$ cat config.mk
export PLATFORM = sky130hd
export DESIGN_NAME = arr_check_sequencer
export DESIGN_NICKNAME = d
export VERILOG_FILES = /design/src/rtl/arr_check_sequencer.sv
export SDC_FILE = /design/constraint.sdc
export NUM_CORES = 1
export LEC_CHECK = 0
export ABC_AREA = 1
export BUFFER_PORTS_ARGS = -buffer_cell sky130_fd_sc_hd__buf_4
export CAP_MARGIN = 15
export CORE_ASPECT_RATIO = 0.7
export CORE_MARGIN = 2
export CORE_UTILIZATION = 26
export CTS_CLUSTER_DIAMETER = 80
export CTS_CLUSTER_SIZE = 24
export DETAILED_ROUTE_END_ITERATION = 7
export PLACE_DENSITY = 0.47
export SETUP_SLACK_MARGIN = 0.02
export SKIP_LAST_GASP = 1
export SYNTH_ARGS = -nofsm -noshare
export SYNTH_HDL_FRONTEND = slang
export SYNTH_SLANG_ARGS = --single-unit
$ cat constraint.sdc
create_clock -name clk -period 1.4 [get_ports clk]
set_input_delay 0.14 -clock clk [delete_from_list [all_inputs] [get_ports clk]]
set_output_delay 0.14 -clock clk [all_outputs]
set_load 0.005 [all_outputs]
$ cat src/rtl/arr_check_sequencer.sv
// arr_check_sequencer: walks NUM_PATTERNS patterns onto sig/rfr, strobes check once per pattern and counts sig/rfr mismatches.
// Ports: clk, rst_n (async active-low); start begins a run from IDLE; inject_err corrupts rfr bit 0 of the next loaded pattern;
// sig/rfr pattern and reference to arr; check compare strobe; busy LOAD..GAP; done end-of-run pulse;
// pattern_idx index of the current pattern; mismatch_cnt saturating mismatch count for this run.
module arr_check_sequencer #(
  parameter int LENGTH       = 1,
  parameter int NUM_PATTERNS = 8,
  parameter int CHECK_GAP    = 2,
  parameter int IDX_W        = NUM_PATTERNS > 1 ? $clog2(NUM_PATTERNS) : 1
) (
  input  logic              clk,
  input  logic              rst_n,
  input  logic              start,
  input  logic              inject_err,
  output logic [LENGTH-1:0] sig,
  output logic [LENGTH-1:0] rfr,
  output logic              check,
  output logic              busy,
  output logic              done,
  output logic [IDX_W-1:0]  pattern_idx,
  output logic [7:0]        mismatch_cnt
);
  localparam int GW = CHECK_GAP > 1 ? $clog2(CHECK_GAP) : 1;
  typedef enum logic [2:0] {IDLE, LOAD, CHK, GAP, DONE} state_t;
  state_t state, state_nx;
  logic [GW-1:0] gap_cnt;
  logic err_pend, last_pat, pat_end, advance;
  logic [LENGTH-1:0] pat;
  assign last_pat = pattern_idx == IDX_W'(NUM_PATTERNS - 1);
  // a pattern ends in CHECK when there is no gap, otherwise in the final GAP cycle
  assign pat_end = state == CHK ? CHECK_GAP == 0 : state == GAP && gap_cnt == GW'(CHECK_GAP - 1);
  assign pat = LENGTH'(pattern_idx);
  assign advance = pat_end && !last_pat;
  always_ff @(posedge clk or negedge rst_n)
    if (!rst_n) state <= IDLE;
    else state <= state_nx;
  always_comb begin
    state_nx = state;
    check = state == CHK;
    busy = state == LOAD || state == CHK || state == GAP;
    done = state == DONE;
    case (state)
      IDLE: state_nx = start ? LOAD : IDLE;
      LOAD: state_nx = CHK;
      CHK, GAP: state_nx = pat_end ? (last_pat ? DONE : LOAD) : state == CHK ? GAP : GAP;
      DONE: state_nx = IDLE;
      default: state_nx = IDLE;
    endcase
  end
  always_ff @(posedge clk or negedge rst_n)
    if (!rst_n) begin
      sig <= '0;
      rfr <= '0;
      pattern_idx <= '0;
      mismatch_cnt <= '0;
      err_pend <= 1'b0;
      gap_cnt <= '0;
    end else begin
      // a request arriving on the LOAD edge is consumed directly, so the pending flag only clears there
      err_pend <= state == LOAD ? 1'b0 : err_pend | inject_err;
      gap_cnt <= state == GAP ? gap_cnt + 1'b1 : '0;
      if (state == IDLE && start) begin
        pattern_idx <= '0;
        mismatch_cnt <= '0;
      end
      if (advance) pattern_idx <= pattern_idx + 1'b1;
      if (state == LOAD) begin
        sig <= pat;
        rfr <= pat ^ LENGTH'(err_pend | inject_err);
      end
      if (state == CHK && sig != rfr && mismatch_cnt != 8'hff) mismatch_cnt <= mismatch_cnt + 8'd1;
    end
endmodule

Word level (Yosys, flattened, before mapping)
Index checks and enable logic that the tools add are counted.
{"block": "op_classes", "add_sub_neg": 3, "n_eq_ne": 7, "mux": 11, "bitwise_logic": 2, "reduce_logical": 12}
{"cell": "$mux W8", "count": 2}
{"cell": "$mux W3", "count": 4}
{"cell": "$pmux W3 S3", "count": 1}
{"cell": "$add A8 B1 Y8 const B", "count": 1}
{"cell": "$ne A8 B8 Y1 const B", "count": 1}
{"cell": "$eq A3 B2 Y1 const B", "count": 2}
{"cell": "$eq A3 B3 Y1 const B", "count": 2}
{"cell": "$logic_and A1 B1 Y1", "count": 5}
{"cell": "$mux W1", "count": 4}
{"cell": "$reduce_bool A2 Y1", "count": 2}
{"cell": "$add A3 B1 Y3 const B", "count": 1}
{"cell": "$eq A3 B1 Y1 const B", "count": 1}
{"cell": "$logic_not A3 Y1", "count": 1}
{"cell": "$logic_or A1 B1 Y1", "count": 2}
{"cell": "$reduce_or A2 Y1", "count": 1}
{"cell": "$add A1 B1 Y1 const B", "count": 1}
{"cell": "$logic_not A1 Y1", "count": 1}
{"cell": "$ne A1 B1 Y1", "count": 1}
{"cell": "$or A1 B1 Y1", "count": 1}
{"cell": "$xor A1 B1 Y1", "count": 1}
{"block": "totals", "reg_bits": 18, "in_bits": 4, "output_inout_bits": 16, "elab_cells": 42}

Depth between registers and ports, before layout
{"block": "logic_depth", "ltp_word": 5, "mapped_depth": 8, "mapped_depth_nobuf": 8}

Worst setup path after synthesis
No wires, ideal clock.
{"block": "synth_path", "kind": "register to register", "start": "register mismatch_cnt[0]", "end": "register mismatch_cnt[7]", "setup_ns": 0.117, "arrival_time_ns": 1.107, "t_required_ns": 1.283, "setup_slack_ns": 0.176, "stages_incl_launch_ff": 9, "path_buffers": 0, "synth_period_minus_slack_ns": 1.224, "path_cell_list": "dfrtp_1 -> ha_1 -> nand2_1 -> inv_1 -> nand2_1 -> nor2_1 -> nor2_4 -> nand2_1 -> nand2_1"}
{"block": "synth_between", "elab_chain_cells": 3, "elab_cells_between_ends": 5, "classes_between": "add/sub (1); eq/ne (1); mux (1); reduce/logical (2)"}
{"element": "from (decl)", "line": "21", "text": "output logic [7:0] mismatch_cnt"}
{"element": "from (signal assigned)", "line": "71", "text": "if (state == CHK && sig != rfr && mismatch_cnt != 8'hff) mismatch_cnt <= mismatch_cnt + 8'd1;"}
{"element": "branches (longest 3 deep; another with $add A8 B1 Y8)"}
Several ways; the timed one is not identified.
A chain may end at the register's enable or synchronous reset.

Worst setup path in the final report
{"block": "layout_path", "start": "register state[1]", "end": "output busy"}
{"block": "layout_between", "elab_chain_cells": 3, "elab_cells_between_ends": 5, "classes_between": "eq/ne (3); reduce/logical (2)"}
{"element": "from (decl)", "line": "25", "text": "state_t state, state_nx;"}
{"element": "from (signal assigned)", "line": "36", "text": "else state <= state_nx;"}
{"element": "$eq A3 B1 Y1 / $eq A3 B2 Y1 (equally long branches)", "line": "40", "text": "busy = state == LOAD || state == CHK || state == GAP;"}
{"element": "$logic_or A1 B1 Y1", "line": "40"}
{"element": "$logic_or A1 B1 Y1 *", "line": "40"}
{"element": "to (decl)", "line": "18", "text": "output logic busy,"}
Mark *: on every way between the ends. The rest lies on a longest branch, timed or not.

==> results.sh <==
export IMPL_dp_hpwl_mm=1.694
export IMPL_drv_cap=0
export IMPL_hold_path_class="input port to flip-flop"
export IMPL_relSlewSlack=0.8339
export IMPL_fp_dieH_um=55.82
export IMPL_crit_path_end_kind="output port"
export IMPL_diodes=0
export IMPL_insertion_delay_ns=0.26
export IMPL_required_ns=1.26
export IMPL_drive_gt1_frac=0.2561
export IMPL_power_density_nw_per_um2=1947
export IMPL_final_nets=172
export IMPL_post_synth_top_count_cell="nand2_1"
export IMPL_grtUsageTotal=0.1139
export IMPL_max_freq_mhz=785.5
export IMPL_gp_congestion=0.7619
export IMPL_finalWirelength_mm=2.343
export IMPL_cts_buffer_depth=2
export IMPL_yosys_top_cells_count="nand2_1, dfrtp_1, nor2_1, inv_1, nand3_1"
export IMPL_syn_cell_area_sq_um=997.2
export IMPL_grt_max_degree=19
export IMPL_skew_ns=0.005211
export IMPL_yosys_warnings=0
export IMPL_async_reset_ff_frac=1.000
export IMPL_timing_hold_ws_ns=0.1332
export IMPL_rsz0062_at_grt="no"
export IMPL_synth_flop_cell="dfrtp_1"
export IMPL_antenna_found_initial=0
export IMPL_avgSynthCellArea_sq_um=7.387
export IMPL_io_pins=20
export IMPL_start_util=0.2767
export IMPL_post_route_period_util=0.9093
export IMPL_slew_viol_final=0
export IMPL_syn_nets=142
export IMPL_ir_worst_vdd_v=0.0008394
export IMPL_die_area_sq_um=4355
export IMPL_final_setup_viol_count=0
export IMPL_cts_sinks=18
export IMPL_ys_ff_latch=18
export IMPL_postRouteAntennaNets=0
export IMPL_port_buffers=19
export IMPL_rows=18
export IMPL_cts_inserted_buffers=3
export IMPL_post_route_min_period_ns=1.273
export IMPL_first_global_vias=864
export IMPL_viasPerCell=4.243
export IMPL_tightest_slew_ns=0.2491
export IMPL_drt_pass1_iterations=4
export IMPL_dieWidth_um=78.02
export IMPL_synthTopCellsByArea="dfrtp_1, nand2_1, nand3_1, nor2_1, inv_1"
export IMPL_ys_seq_area_frac=0.4517
export IMPL_cts_root_buf="clkbuf_8"
export IMPL_worstSetupPathType="flip-flop to output port"
export IMPL_arrival_ns=1.13
export IMPL_htreeDepth=1
export IMPL_timing_setup_tns_ns=0
export IMPL_initialDrtViolationCount=64
export IMPL_status="finished, final reports clean"
export IMPL_critPathLaunchType="flip-flop"
export IMPL_hold_viol=0
export IMPL_areaGrowthSynthToFinish_pct=32.25
export IMPL_synth_enable_flop_cells=0
export IMPL_via_count=908
export IMPL_post_drt_wl_per_cell_um=10.95
export IMPL_p_leak_nw=0.6994
export IMPL_gr_total_overflow=0
export IMPL_grt_pass1_wl_mm=3.891
export IMPL_critical_path_max_fanout=6
export IMPL_synth_top_area_share=0.4517
export IMPL_synth_top_cell_by_area="dfrtp_1"
export IMPL_cts_tree="yes"
export IMPL_coreArea_sq_um=3603
export IMPL_yosys_cell_types_count=17
export IMPL_remaining_drc_errors=0
export IMPL_cts_clk_slew_worst_paths_ns=0.07
export IMPL_synthCells=135
-- flip-flops by register name (all words and copies together), names as in the netlist --
name,flops
state,3
pattern_idx,3
rfr,1
mismatch_cnt,8
sig,1
gap_cnt,1
err_pend,1
-- final cells by class --
cell class | count | area (sq um)
Tap cell | 50 | 62.56
Fill cell | 399 | 2285
Multi-Input combinational cell | 100 | 491.7
Inverter | 16 | 60.06
Sequential cell | 18 | 451.7
Clock buffer | 4 | 55.05
Timing Repair Buffer | 26 | 197.7
-- per-stage QoR --
stage	area, sq um	power, mW	utilization	worst slack (ns)	cells
floorplan	997.2	1.583	-	0.1756	135
global placement	1235	2.104	0.3427	0.1577	208
detailed placement	1235	2.121	0.3427	0.1532	208
CTS	1310	2.598	0.3635	0.1052	214
global route	1319	2.820	0.3660	0.009603	214
finish	1319	2.568	0.3660	0.1270	214
-- worst paths after layout --
| check | startpoint | endpoint | slack [ns] | cells past startpoint |
|---|---|---|---|---|
| worst max-delay path | state[1] | busy | 0.13 | 4 |
| worst min-delay path | inject_err | err_pend | 0.13 | 3 |
| worst max register to register | pattern_idx[1] | pattern_idx[2] | 0.14 | 7 |
| worst min register to register | gap_cnt | gap_cnt | 0.50 | 1 |
| max in group asynchronous | rst_n | state[1] | 0.89 | 2 |
| min in group asynchronous | rst_n | sig | 0.29 | 2 |
-- report_power, final --
part           internal, mW  switching [mW]  total [mW]
logic                 0.563           0.612        1.17
registers             0.734           0.225       0.959
clock network         0.250           0.184       0.434
-- timing repair --
action,4_1_cts,5_1_grt
buffers inserted,1,0
hold buffers,1,0
endpoints found under the setup margin,1,8
cloned,0,0
pin swaps,0,1
hold endpoints to repair,18,0
gates resized for setup,1,4
-- logic make-up (layout without fill, tap and decap cells) --
| family | after synthesis | in the layout | share of synthesized area |
|---|---|---|---|
| xor gates and xnor gates | 3 | 3 | 0.02635 |
| and+or+nand+nor | 89 | 89 | 0.3940 |
| DFF | 18 | 18 | 0.4517 |
| AOI/OAI and AO/OA | 5 | 5 | 0.02509 |
| adders and majority gates | 3 | 3 | 0.03765 |
| buffers and inverters | 17 | 46 | 0.06523 |
-- cells in the final DEF (no fill, tap or decap) --
master and count:
nand2_2 5, ha_2 1, and2_1 1, nor3_1 2, buf_4 25, nor2_4 2, nand3b_1 1, nor2_1 15
clkbuf_8 4, dfrtp_1 17, xor2_1 3, inv_2 1, nand3_1 15, dfrtp_2 1, nor2_2 2, ha_1 2
nand2_1 45, inv_1 15, dlygate4sd3_1 1, nand3_2 1, o21ai_0 5
-- worst max-delay path, stage by stage (launching register included) --
cell     delay [ns]
dfrtp_2        0.44
nor2_1         0.13
nand2_2        0.10
nand2_1        0.09
buf_4          0.11
-- layer usage --
| metal | routed length, um | vias up | GRT usage |
|---|---|---|---|
| met2 | 1027 | 17 | 0.1638 |
| met3 | 106 | 2 | 0.03247 |
| met1 | 1189 | 413 | 0.1594 |
| li1 | - | 476 | - |
| met5 | 0 | - | 0 |
| met4 | 20 | 0 | 0.04762 |
(Power assumes the default switching activity.)
